$ cat src/rtl/ctrl_pipe.sv
// ctrl_pipe: carries the decoded control bundle (ALU/imm/mem/reg/branch
// controls) through STAGES registered stages. Every stage has a valid bit and
// its own stall and flush. Side-effecting bits (SE_MASK) are forced low on
// any stage that does not hold a valid bundle.
// Optional feature: define CTRL_PIPE_PARITY_EN to store a per-stage even
// parity bit and report mismatches on parity_err. Without it, parity_err is
// tied to 0.

module ctrl_pipe #(
    parameter int                CTRL_W  = 24,
    parameter int                STAGES  = 3,
    parameter logic [CTRL_W-1:0] SE_MASK = CTRL_W'(24'h000201)
) (
    input  logic                       clk,
    input  logic                       rst_n,
    input  logic                       in_valid,
    input  logic [CTRL_W-1:0]          in_ctrl,
    output logic                       in_ready,
    input  logic [STAGES-1:0]          stall,
    input  logic [STAGES-1:0]          flush,
    output logic [STAGES-1:0]          stage_valid,
    output logic [STAGES*CTRL_W-1:0]   stage_ctrl,
    output logic [STAGES-1:0]          parity_err
);

    logic [STAGES-1:0]             hold;
    logic [STAGES-1:0]             advance;
    logic [STAGES-1:0]             valid_q;
    logic [STAGES-1:0]             valid_d;
    logic [STAGES-1:0][CTRL_W-1:0] payload_q;
    logic [STAGES-1:0][CTRL_W-1:0] payload_d;

    // A stall anywhere downstream freezes this stage too: hold[i] = |stall[i..end]
    always_comb begin
        logic acc;
        acc  = 1'b0;
        hold = '0;
        for (int i = STAGES - 1; i >= 0; i--) begin
            acc     = acc | stall[i];
            hold[i] = acc;
        end
    end

    assign in_ready = ~hold[0];

    // Per-stage decision: flush kills, hold keeps, otherwise capture from upstream (or bubble)
    always_comb begin
        valid_d = valid_q;
        advance = '0;
        if (flush[0]) begin
            valid_d[0] = 1'b0;
        end else if (!hold[0]) begin
            valid_d[0] = in_valid;
            advance[0] = 1'b1;
        end
        for (int i = 1; i < STAGES; i++) begin
            if (flush[i]) begin
                valid_d[i] = 1'b0;
            end else if (!hold[i]) begin
                if (stall[i-1] || flush[i-1]) begin
                    valid_d[i] = 1'b0;
                end else begin
                    valid_d[i] = valid_q[i-1];
                    advance[i] = 1'b1;
                end
            end
        end
    end

    // Payload moves only on an advance; flushed, held and bubbled stages keep their old bits
    always_comb begin
        payload_d = payload_q;
        if (advance[0]) begin
            payload_d[0] = in_ctrl;
        end
        for (int i = 1; i < STAGES; i++) begin
            if (advance[i]) begin
                payload_d[i] = payload_q[i-1];
            end
        end
    end

    // Valid and payload registers, cleared asynchronously
    always_ff @(posedge clk or negedge rst_n) begin
        if (!rst_n) begin
            valid_q   <= '0;
            payload_q <= '0;
        end else begin
            valid_q   <= valid_d;
            payload_q <= payload_d;
        end
    end

    assign stage_valid = valid_q;

    // Side-effect bits of empty or killed slots read as 0 so no write-enable leaks downstream
    always_comb begin
        stage_ctrl = '0;
        for (int i = 0; i < STAGES; i++) begin
            stage_ctrl[i*CTRL_W +: CTRL_W] = payload_q[i] & ~(valid_q[i] ? '0 : SE_MASK);
        end
    end

`ifdef CTRL_PIPE_PARITY_EN
    logic [STAGES-1:0] parity_q;
    logic [STAGES-1:0] parity_d;

    // Parity is generated once at stage 0 entry and then travels with its payload
    always_comb begin
        parity_d = parity_q;
        if (advance[0]) begin
            parity_d[0] = ^in_ctrl;
        end
        for (int i = 1; i < STAGES; i++) begin
            if (advance[i]) begin
                parity_d[i] = parity_q[i-1];
            end
        end
    end

    // Parity registers, cleared with the payload
    always_ff @(posedge clk or negedge rst_n) begin
        if (!rst_n) begin
            parity_q <= '0;
        end else begin
            parity_q <= parity_d;
        end
    end

    // A valid stage whose payload no longer matches its stored parity has been corrupted
    always_comb begin
        parity_err = '0;
        for (int i = 0; i < STAGES; i++) begin
            parity_err[i] = valid_q[i] & ((^payload_q[i]) != parity_q[i]);
        end
    end
`else
    assign parity_err = '0;
`endif

endmodule

$ cat config.mk
export PLATFORM = sky130hd
export DESIGN_NAME = ctrl_pipe
export DESIGN_NICKNAME = d
export VERILOG_FILES = /design/src/rtl/ctrl_pipe.sv
export SDC_FILE = /design/constraint.sdc
export NUM_CORES = 1
export LEC_CHECK = 0
export ABC_AREA = 1
export BUFFER_PORTS_ARGS = -buffer_cell sky130_fd_sc_hd__buf_2
export CAP_MARGIN = 20
export CELL_PAD_IN_SITES_DETAIL_PLACEMENT = 0
export CELL_PAD_IN_SITES_GLOBAL_PLACEMENT = 1
export CORE_MARGIN = 1.5
export CORE_UTILIZATION = 40
export DETAILED_ROUTE_END_ITERATION = 6
export HOLD_SLACK_MARGIN = 0.15
export PLACE_DENSITY_LB_ADDON = 0.1
export SYNTH_ARGS = -nofsm -noshare
export SYNTH_HDL_FRONTEND = slang
export SYNTH_SLANG_ARGS = --single-unit
$ cat constraint.sdc
create_clock -name clk -period 2.3 [get_ports clk]
set_input_delay 0.575 -clock clk [delete_from_list [all_inputs] [get_ports clk]]
set_output_delay 0.575 -clock clk [all_outputs]
set_load 0.005 [all_outputs]
### After elaboration in Yosys (flattened, before gate mapping)

Index checks and enable logic that the tools add are counted.

| word-level totals | value |
|---|---|
| input bits | 33 |
| output and inout bits | 79 |
| latch bits | 0 |
| logic and storage cells | 39 |
| memory bits (read-only) | 0 |
| register bits after elaboration | 75 |
| memories | 0 |
| bits in writable memories | 0 |

| operators by class | value |
|---|---|
| reduce and logical (&&, ||, !) cells | 2 |
| magnitude comparators | 0 |
| add/subtract/negate cells | 0 |
| divide/modulo/power cells | 0 |
| bitwise gates (word level) | 9 |
| shift-type cells | 0 |
| multiplexer cells | 19 |
| equality and inequality tests | 3 |
| $mul | 0 |

Operators with widths:

| operator | number |
|---|---|
| 24-bit bitwise AND | 3 |
| 10-bit NOT with 24-bit output | 3 |
| 10-bit two-way mux | 3 |
| 1-bit two-way mux | 16 |
| 2-bit != test (second input constant) | 2 |
| 1-bit logical OR | 2 |
| 2-bit by 1-bit != test with 1-bit output (second input constant) | 1 |
| 1-bit bitwise OR | 2 |
| 1-bit NOT | 1 |

### Logic depth before layout (Yosys ltp)

Gate-level depths: netlist (run 1).

| logic depth | value |
|---|---|
| depth after elaboration | 4 |
| gate-level depth with buffers | 5 |
| depth with buffers taken out | 4 |

### Worst setup path after synthesis (run 1)

No wires, ideal clock.

| path | value |
|---|---|
| kind | input-to-output |
| from | input port stall[1] |
| to | output port in_ready |
| data arrival time | 1011 ps |
| setup slack | 714 ps |
| required time | 1725 ps |
| path buffers | 1 |
| stages | 4 |
| cell sequence | nor2_4 -> buf_4 -> nand2_1 -> inv_1 |

| between the ends | value |
|---|---|
| longest elaborated chain between the ends | 3 |

Ends and longest elaborated chain:

| what | RTL line | source |
|---|---|---|
| start, declared | 19 | `input logic [STAGES-1:0] stall,` |
| 1-bit bitwise OR (2 in series) | 39 | `acc = acc \| stall[i];` |
| 1-bit NOT | 44 | `assign in_ready = ~hold[0];` |
| end, declared | 18 | `output logic in_ready,` |

No other way between the ends.

### Final worst setup path (run 1)

Ends and elaborated chain as after synthesis.

==> results.md, run 1 <==
- The run finished with clean final reports.
- The clock reaches the later pin of the worst-skew pair after approximately 340 ps.
- At the end of the flow the core is filled with cells to 45.2%.
- The maximum number of pins on one net before global-route repair is 46.
- The post-CTS setup repair buffer count is 0.
- The portion of the clock cycle consumed by the worst path in the final layout is approximately 75%.
- Max-cap violations in this run came to 0.
- After clock tree synthesis, the clock-pin slew on the worst setup and hold paths is 80 ps.
- The leakage power figure is ~2.4 nW.
- The final setup violation count is 0.
- At the worst endpoint, the required time is between 1500 and 2000 ps.
- The TritonCTS sink count is 75.
- The via count is 2,610.
- Setup repair after global routing left no endpoint under its margin.
- The growth of design area from synthesis to finish is 9.47%.
- In this run, distinct cell masters in the synthesized netlist total 14.
- The filler cells instantiated in the layout total 925.
- Across the routed clock network, the largest skew measured is approximately 10 ps.
- The ratio of cells with drive above 1 in the final layout is 29.9%.
- The count of pins over their slew limit is 0.
- In this run the critical register-to-register path is captured at stage_valid[1]$_DFFE_PN0P_.
- The clock tree from TritonCTS is yes.
- In the final routed layout, each cell accounts on average for 13.6 um.
- Across all register-to-register paths, the minimum setup slack is 1550 ps.
- The synthesized area divided by synthesized cell count is 8.68 sq um.
- The worst slack on hold paths is 154 ps.
- The placed wire-length estimate after detailed placement is 5.69 mm.
- In the global route stage, overall resource usage came out at 16.6%.
- The gate count after technology mapping is 417.
- Once the floorplan was initialized, standard cells occupied 41.3% of the core.
- The worst path needs between 1500 and 2000 ps of the cycle, external delays included.
- The final setup TNS is 0 ps.
- The area of the core region is 0.00876 sq mm.
- The number of synthesized register bits is 75.
- The overall die width is 98.1 um.
- The worst vdd rail ir drop is 0.285 mV.
- The initial antenna violation count is 0.
- The die covers 0.00963 sq mm.
- The overall power after layout is roughly 3.5 mW.
- The first global-routing pass estimated 12.7 mm of wire.
- Leaving out fill and tap cells, the most frequent cells in the layout are nand2_1, buf_2, dfrtp_1, nand3_1, nand4_1.
- The floorplan has 34 rows.
- The detailed router finished its first iteration with approximately 120 violations.
- The number of buffer cells added on primary ports is 108.
- The origin of the critical flop-to-flop path is stage_valid[0]$_DFFE_PN0P_.
- The antenna diode instance count is 0.
- Sequential elements use 51.8% of the synthesized area.
- In the final design database the tool counted 490 nets.
- The total CTS buffers is 9.
- The number of nets still failing antenna checks after routing is 0.
- The final number of hold-violating endpoints was 0.
- The worst setup path is launched from a primary input.
- The worst setup path is captured at a primary output.
- The most critical setup path has its startpoint at stall[1].
- Gates resized during post-CTS repair numbered 0.
- The H-tree depth is 3.
- Along the worst path, the maximum fanout reaches 6.
- The cts-stage hold buffer count is 0.
- Pin placement for this block handled 112 I/O pins.
- The via count normalized by instance count is 4.58.
- The number of global-route vias before repair is 2,484.
- The count of synthesis-stage warnings from yosys is 0.
- No sink is reached through more buffers than the 2 on the longest clock path.
- The netlist area before placement is 0.00362 sq mm.
- The total grt overflow is 0.
- The final standard cell count with taps included and fillers excluded is 570.
- Routability-driven placement finished with a final weighted congestion of 0.780.
- Data arrives at the worst endpoint at ~1200 ps.
- The y dimension of the die is 98.1 um.
- The clock root buffer is clkbuf_8.
- The library cell used most frequently in the layout, excluding fill and tap cells, is nand2_1.
- The total power density per cell area is 889 mW/mm^2.
- Before antenna repair, the detailed router went through 5 iterations.
- The capturing instance or port of the critical path is in_ready.
- The detailed-route DRC error count is 0.
- The depth of the worst register-to-register path is 2.
- The critical path start-end classification is primary input to primary output.
- The number of cells after detailed placement is 554.
- Based on the critical path, the design can be clocked at up to just under 0.6 GHz.
- Summed over all layers, the routed wires come to slightly below 8 mm.
- The type of the most critical hold path is primary input to asynchronous set/reset pin.
[synthesized netlist by cell type (all sizes together)]
cell      n  area [sq um]
nor2      4          37.5
inv      10          37.5
nand3    51           260
nand4    26           163
dfrtp    75          1880
nand2   157           589
buf      91           643
o21ai     1          5.00
conb      1          3.75
clkbuf    1          3.75
[stage by stage]
step	instance area (sq um)	worst slack [ps]
finish	3960	579
global route	3960	468
CTS	3960	577
detailed placement	3750	444
global placement	3750	465
floorplan	3630	714
[critical path, stage by stage]
cell     delay (ps)
buf_2           110
nor2_4          180
nand2_1         110
inv_1            60
buf_2           100
[metal layers]
layer  GRT usage [%]  part of all wire (%)
met4            6.59                   1.5
met1            26.0                    53
met3            3.58                   5.5
met5               0                     0
met2            22.0                    40
[kinds of logic after synthesis]
kind of cell | after synthesis | synth area share (%)
buffers and inverters | 102 | 18.9
other | 1 | 0.104
and+or+nand+nor | 238 | 29.0
AOI/OAI and AO/OA | 1 | 0.138
DFF | 75 | 51.8
[worst min-delay path by stage]
stage,endpoint,slack (ps)
after detailed placement,payload_q[65]$_DFFE_PN0P_,450
after global placement,payload_q[51]$_DFFE_PN0P_,450
after CTS,payload_q[53]$_DFFE_PN0P_,150
after global routing,payload_q[53]$_DFFE_PN0P_,170
after floorplan,payload_q[0]$_DFFE_PN0P_,280
final,payload_q[53]$_DFFE_PN0P_,150
[flip-flops by register name, summed over array words and instances (netlist names)]
| register | count |
|---|---|
| payload_q | 72 |
| stage_valid | 3 |
[power by group]
part	total (mW)	switching [mW]	internal, mW
Combinational	0.642	0.339	0.302
Clock	1.08	0.473	0.609
Sequential	1.80	0.211	1.59
Total	3.52	1.02	2.50
[area by class of cell]
cell class              instances  area, sq um  share of cell area (%)
flip-flops and latches         75         1880                    47.4
well taps                     108          135                    3.41
repair buffers                119          638                    16.1
clock inverters                 5         77.6                    1.96
clock buffers                  11          131                    3.32
multi-input cells             242         1070                    26.9
inverters                      10         37.5                   0.947
No activity file was read; power rests on OpenSTA's default activity.
==> inputs of run 2 (changes only) <==
--- a/config.mk
+++ b/config.mk
@@ -11,7 +11,7 @@
 export CELL_PAD_IN_SITES_DETAIL_PLACEMENT = 0
 export CELL_PAD_IN_SITES_GLOBAL_PLACEMENT = 1
 export CORE_MARGIN = 1.5
-export CORE_UTILIZATION = 40
+export CORE_UTILIZATION = 34
 export DETAILED_ROUTE_END_ITERATION = 6
 export HOLD_SLACK_MARGIN = 0.15
 export PLACE_DENSITY_LB_ADDON = 0.1
==> constraint.sdc (replaced) <==
create_clock -name clk -period 1.4 [get_ports clk]
set_input_delay 0.35 -clock clk [delete_from_list [all_inputs] [get_ports clk]]
set_output_delay 0.35 -clock clk [all_outputs]
set_load 0.005 [all_outputs]
==> run 2 against run 1 <==
Sequential share of layout area decreased by 0.95 points. Worst setup slack worse by 560 ps. Global-route usage down 1.3 points. Clock skew shrank 5.5 ps. First-iteration DRC count is 23% lower. Wire length rose by 5.3%. Highest routed layer unchanged. Critical path depth is 2 lower. Cell count up 6.3%. Sequential power up 65%. Sequential cell count unchanged.
==> results.md, run 2 (same netlist as run 1, synthesis figures left out) <==
- The run finished with clean final reports.
- Setup repair after global routing could not meet its margin everywhere.
- The worst hold path begins at in_ctrl[5].
- The overall die width is around 110 um.
- Counting the buffers created by CTS gives 9.
- For the worst-skew pair, the clock arrives at the later sink with an insertion delay of ~340 ps.
- The mean routed wirelength per cell is roughly 14 um.
- After routing the design area is approximately 0.0040 sq mm.
- The via count normalized by instance count is 4.40.
- The total detailed-routing wirelength is ~8 mm.
- Global routing consumed, over all layers together, between 10% and 20% of the routing resources.
- The top register by number of flip-flops is payload_q.
- The number of global-route vias before repair is 2,487.
- The placement-stage cell area is 0.00385 sq mm.
- The worst vdd rail ir drop is 0.333 mV.
- The number of buffer cells added on primary ports is between 100 and 150.
- The critical path start-end classification is flip-flop to primary output.
- At the end of the flow, the number of nets in the layout was 501.
- The count of pins over their slew limit is 0.
- In this run the worst path has a maximum fanout of 5.
- The clock tree from TritonCTS is yes.
- The ratio of cells with drive above 1 in the final layout is 31.9%.
- The worst hold path belongs to the class primary input to flip-flop.
- The depth of the worst register-to-register path is 3.
- Counting both buffers and inverters, the worst setup path holds a total of 2.
- Across all hold checks on the routed design, the worst slack comes to approximately 240 ps.
- The kind of cell adding the most delay to the critical path is flip-flops.
- The placed wire-length estimate after detailed placement is between 5 and 6 mm.
- For this design the static power due to leakage is 2.40 nW.
- The H-tree depth is 3.
- Across the run, the number of max-cap violations was 0.
- In this run, the number of DRC markers left after iteration 0 of detailed routing was 95.
- The launching element type of the critical path is a flip-flop.
- The final number of hold-violating endpoints is 0.
- The die is 106 um tall.
- The tree built by TritonCTS fans out to between 70 and 80 sinks.
- At the worst endpoint, the arrival time is about 1000 ps.
- The signal on the critical path passes through nand2_1 -> inv_1 -> buf_2.
- The critical-path cell with the highest stage delay is dfrtp_2.
- The initial cell density of the core is between 30% and 40%.
- The congestion estimate from routability-driven global placement came to 0.712.
- The clock-pin slew on the worst setup and hold paths is approximately 70 ps.
- Adding up every negative setup slack in the final design gives 0 ps.
- The number of antenna diodes in the final layout is 0.
- The wire length of the first global-routing pass is 13.2 mm.
- The maximum buffer depth of the clock tree is 2.
- The via count is ~2,700.
- The required time of the critical path is 1050 ps.
- The maximum cell stage delay along the critical path is 450 ps.
- The maximum achievable frequency is 0.726 GHz.
- STA classifies the critical path endpoint as a primary output.
- The number of optimization iterations in the first detailed-route pass is 4.
- The number of nets still failing antenna checks after routing is 0.
- Setup violations remaining at the end of the flow were counted as 0.
- In the final layout, flip-flops and latches occupy 0.00188 sq mm.
- The clock arrives with ~4.5 ps of skew.
- The total power density per cell area is 1340 mW/mm^2.
- Row generation in the floorplan step produced 37 rows.
- Timing analysis after detailed placement gives a worst setup slack of 51.1 ps.
- The minimum setup slack in the final design is 22.5 ps.
- The portion of the clock cycle consumed by the worst path in the final layout is 98.4%.
- The path with the worst hold slack has its endpoint at payload_q[5]$_DFFE_PN0P_.
- The die covers 0.0113 sq mm.
- Counting the fill cells in the layout gives 1,123.
- The library cell used most frequently in the layout, excluding fill and tap cells, is nand2_1.
- Entering global routing, the biggest net connects 76 pins.
- The routed design could run at a clock period as short as 1380 ps.
- Summing all multi-input logic gate instances after layout gives 0.00107 sq mm.
- The I/O pin count is 112.
- The detailed-route DRC error count is 0.
- The register with the most flip-flops in the layout has 72 of them.
- The share of the core filled with cells in the final layout is 39.2%.
- After floorplanning, the core was sized to cover 0.0103 sq mm.
- In this run the critical register-to-register path is captured at stage_valid[1]$_DFFE_PN0P_.
- After global routing the overflow that remains totals 0.
- In the layout the commonest cells are nand2_1, buf_2, dfrtp_1, nand3_1, nand4_1.
- CTS placed an instance of clkbuf_8 at the clock tree root.
- The initial antenna violation count was 0.
- The slack of the worst reg-to-reg path is 590 ps.
- The worst hold path cell count is 3.
- In this run the critical register-to-register path is launched from stage_valid[0]$_DFFE_PN0P_.
- The growth of design area from synthesis to finish is 11.9%.
## run 2: area by class of cell
cell class,count,area share (%)
multi-input combinational,242,26.5
sequential,75,46.4
inverter,10,0.927
clock buffer,13,3.68
timing repair buffer,130,18.3
tap,136,4.20
## run 2: how the worst max path moves through the flow
stage,from,endpoint,depth (start not counted)
global placement,stall[1],in_ready,5
global route,stage_valid[1]$_DFFE_PN0P_,stage_ctrl[33],3
detailed placement,stall[1],in_ready,5
floorplan,stall[1],in_ready,4
finish,stage_valid[1]$_DFFE_PN0P_,stage_ctrl[33],3
CTS,stage_valid[1]$_DFFE_PN0P_,stage_ctrl[33],3
## run 2: metal layers
layer	vias to the layer above	part of all wire (%)	global-route usage [%]
li1	1372	-	-
met1	1202	53	23.8
met2	81	40	19.8
met3	10	5.2	3.37
met4	0	1.5	6.95
met5	-	0	0
## run 2: where the power goes
group	switching [mW]	total, mW	internal, mW	leakage (nW)
logic	0.564	1.08	0.517	1.34
clock network	0.714	1.38	0.666	0.0754
registers	0.357	2.97	2.61	0.978
## run 2: per-stage QoR
step | power [mW] | std cells
after CTS | 5.52 | 603
final | 5.43 | 606
after detailed placement | 4.11 | 589
after floorplan | 3.95 | 419
after global routing | 5.82 | 606
after global placement | 4.08 | 589
## run 2: worst min-delay path: cells and delay by family
kind	cells	cell delay, ps
buffers and inverters	1	70
and+or+nand+nor	2	120
## run 2: timing repair
item / in CTS / in global routing
endpoints found under the setup margin: 2 / 5
resized for setup: 1 / 6
pin swaps: 0 / 3
hold endpoints to repair: 75 / 0
hold buffers: 1 / 0
buffers inserted: 0 / 3
==> inputs of run 3 (changes only) <==
--- a/config.mk
+++ b/config.mk
@@ -10,7 +10,6 @@
 export CAP_MARGIN = 20
 export CELL_PAD_IN_SITES_DETAIL_PLACEMENT = 0
 export CELL_PAD_IN_SITES_GLOBAL_PLACEMENT = 1
-export CORE_MARGIN = 1.5
 export CORE_UTILIZATION = 34
 export DETAILED_ROUTE_END_ITERATION = 6
 export HOLD_SLACK_MARGIN = 0.15
==> run 3 against run 2 <==
Non-clock buffer count down 3. Power grew 14%. Core utilization increased by 0.75 points. Fmax rose by 0.13%. Critical path type unchanged.
==> results.md, run 3 (same netlist as run 1, synthesis figures left out) <==
- Along the worst path, the maximum fanout reaches 5.
- The clock root buffer is clkbuf_8.
- The flow ran to the end, and the final reports show no timing, DRC or antenna violations.
- The library cell used most frequently in the layout, excluding fill and tap cells, is nand2_1.
- The floorplan step set the die height to between 100 and 150 um.
- The shortest clock period the worst path allows after layout is 1380 ps.
- The growth of design area from synthesis to finish is 14.0%.
- The final setup violation count is 0.
- The critical path is of the flip-flop to primary output type.
- payload_q holds more flip-flops than any other register.
- Sequential cells account for a little under half of the total power.
- The die area is 0.0111 sq mm.
- The worst-case clock skew is 5.83 ps.
- The layout has 1,113 filler cells.
- The detailed router finished its first iteration with 135 violations.
- The placement-stage worst setup slack is 65.8 ps.
- The maximum cell stage delay along the critical path is approximately 430 ps.
- The placement-stage cell area is 0.00384 sq mm.
- The initial cell density of the core is 35.1%.
- For the worst setup path, the data arrival time is just over 1000 ps.
- The final layout contains routed wiring with a total length of 7.99 mm.
- The flip-flop count of the largest register after layout is slightly above 70.
- The mean routed wirelength per cell is approximately 13 um.
- The signal on the critical path passes through nand2_1 -> inv_1 -> buf_2.
- The portion of the clock cycle consumed by the worst path in the final layout is 98.3%.
- The overall die width is approximately 110 um.
- The antenna diode instance count is 0.
- With fillers left out, the area of the finished cells amounts to 0.00413 sq mm.
- The top cell types in the final layout, fill and taps aside, are nand2_1, buf_2, dfrtp_1, nand3_1, nand4_1.
- Once placement completed, the tool counted placed cells totaling 587.
- The placed wire-length estimate after detailed placement is around 5.7 mm.
- The net switching power is 1.69 mW.
- The internal portion of the total power is between 4 and 5 mW.
- The kind of end point of the critical path is a primary output.
- TritonCTS built the clock tree.
- Buffers inserted during clock tree synthesis total 9.
- The first detailed-routing pass ran for 4 iterations.
- The launching element type of the critical path is a flip-flop.
- Dividing the detail-routed via count by the number of cells gives 4.36.
- For this block, the via count after detailed routing is 2,639.
- The critical-path cell with the highest stage delay is dfrtp_1.
- The fraction of power spent switching nets is a little over a quarter.
- The count of pins over their slew limit is 0.
- Clock-pin slew was measured on the worst setup and hold paths at ~80 ps.
- Setup slack on the critical path of the routed design comes to around 24 ps.
- The required time of the critical path is 1050 ps.
- The finished layout holds about 610 standard cells, fillers aside.
- No sink is reached through more buffers than the 2 on the longest clock path.
- After global routing, the most crowded layer is met1.
- The maximum achievable frequency is slightly above 0.7 GHz.
- For this run, design rule violations remaining after detail routing come to 0.
- The number of nets still failing antenna checks after routing is 0.
- Clock latency on the worst-skew pair, taken at its later pin, is 340 ps.
- The combinational power share is 17.2%.
- In the global route stage, met2 resource usage came out at between 10% and 20%.
- In this run the static leakage power is 2.44 nW.
- Setup repair after global routing could not meet its margin everywhere.
- The H-tree depth is 3.
- Global routing finished with a remaining overflow of 0.
- The total area inside the core boundary comes to between 0.01 and 0.015 sq mm.
- The count of instances resized after the clock tree is built is 0.
- The worst vdd rail ir drop is just under 0.8 mV.
- The final number of hold-violating endpoints is 0.
- The final estimated routing congestion in global placement is 0.707.
- The total power density per cell area is about 1500 mW/mm^2.
- The ratio of cells with drive above 1 in the final layout is a little under a third.
- In this run, the clock network consumes between 30% and 40% of the power.
- Entering global routing, the biggest net connects 76 pins.
- The tree built by TritonCTS fans out to 75 sinks.
- The met3 capacity usage during global routing is under 10%.
- For this run, global-route usage on met1 was measured as 24.2%.
- During I/O placement, the number of pins put on the boundary was 112.
- The count of buffers added on input and output ports is ~110.
- The worst hold path belongs to the class primary input to flip-flop.
- The number of violations of the max-capacitance limit is 0.
- For this run, the post-layout net count is roughly 500.
- Row generation in the floorplan step produced 37 rows.
- The initial antenna violation count came to 0.
- The number of global-route vias before repair is roughly 2,400.
- The wire length of the first global-routing pass is 13.1 mm.
- In the global route stage, overall resource usage came out at 15.2%.
==> run 3: per-layer routing <==
layer | vias up | wire (um) | share of wire, %
li1 | 1365 | - | -
met1 | 1188 | 4350 | 54
met2 | 76 | 3170 | 40
met3 | 10 | 382 | 4.8
met4 | 0 | 80 | 1.0
met5 | - | 0 | 0
==> run 3: critical path: cells and delay by family, from the launching register on <==
| kind | cells | cell delay [ps] |
|---|---|---|
| buf+inv | 2 | 170 |
| simple gates | 1 | 90 |
| flops | 1 | 430 |
==> run 3: through the flow <==
step / hold slack (ps) / power [mW] / utilization [%] / setup TNS (ps)
after floorplan: 54.4 / 3.95 / - / 0
after global placement: 405 / 4.07 / 37.2 / 0
after detailed placement: 403 / 4.10 / 37.2 / 0
after CTS: 214 / 6.33 / 39.9 / 0
after global routing: 231 / 6.60 / 40.0 / -42.3
final: 235 / 6.21 / 40.0 / 0
==> run 3: power groups by stage <==
| stage | Clock, mW | Sequential (mW) | Combinational [mW] |
|---|---|---|---|
| after floorplan | 0 | 2.88 | 1.07 |
| after global placement | 0 | 2.99 | 1.07 |
| after detailed placement | 0 | 3.01 | 1.09 |
| after CTS | 2.27 | 2.97 | 1.09 |
| after global routing | 2.34 | 3.03 | 1.23 |
| final | 2.19 | 2.96 | 1.07 |
==> run 3: cell type report <==
class / instances / area [sq um] / area share, %
flip-flops and latches: 75 / 1880 / 45.5
multi-input cells: 242 / 1070 / 25.8
repair buffers: 127 / 713 / 17.3
well taps: 136 / 170 / 4.12
clock buffers: 10 / 138 / 3.34
clock inverters: 5 / 125 / 3.03
inverters: 10 / 37.5 / 0.910
==> run 3: final timing paths <==
check | end | from | depth (start not counted) | slack [ps]
worst max-delay path | stage_ctrl[0] | stage_valid[0]$_DFFE_PN0P_ | 3 | 20
worst min-delay path | payload_q[6]$_DFFE_PN0P_ | in_ctrl[6] | 3 | 230
worst max register to register | stage_valid[1]$_DFFE_PN0P_ | stage_valid[0]$_DFFE_PN0P_ | 3 | 550
worst min register to register | payload_q[65]$_DFFE_PN0P_ | payload_q[65]$_DFFE_PN0P_ | 2 | 470
max in group asynchronous | payload_q[10]$_DFFE_PN0P_ | rst_n | 3 | 510
min in group asynchronous | payload_q[66]$_DFFE_PN0P_ | rst_n | 3 | 560
==> run 3: what timing repair did <==
| action | 4_1_cts | 5_1_grt |
|---|---|---|
| pin swaps | 0 | 2 |
| hold endpoints to repair | 75 | 0 |
| hold buffers | 1 | 0 |
| buffers inserted | 1 | 1 |
| endpoints found under the setup margin | 1 | 3 |
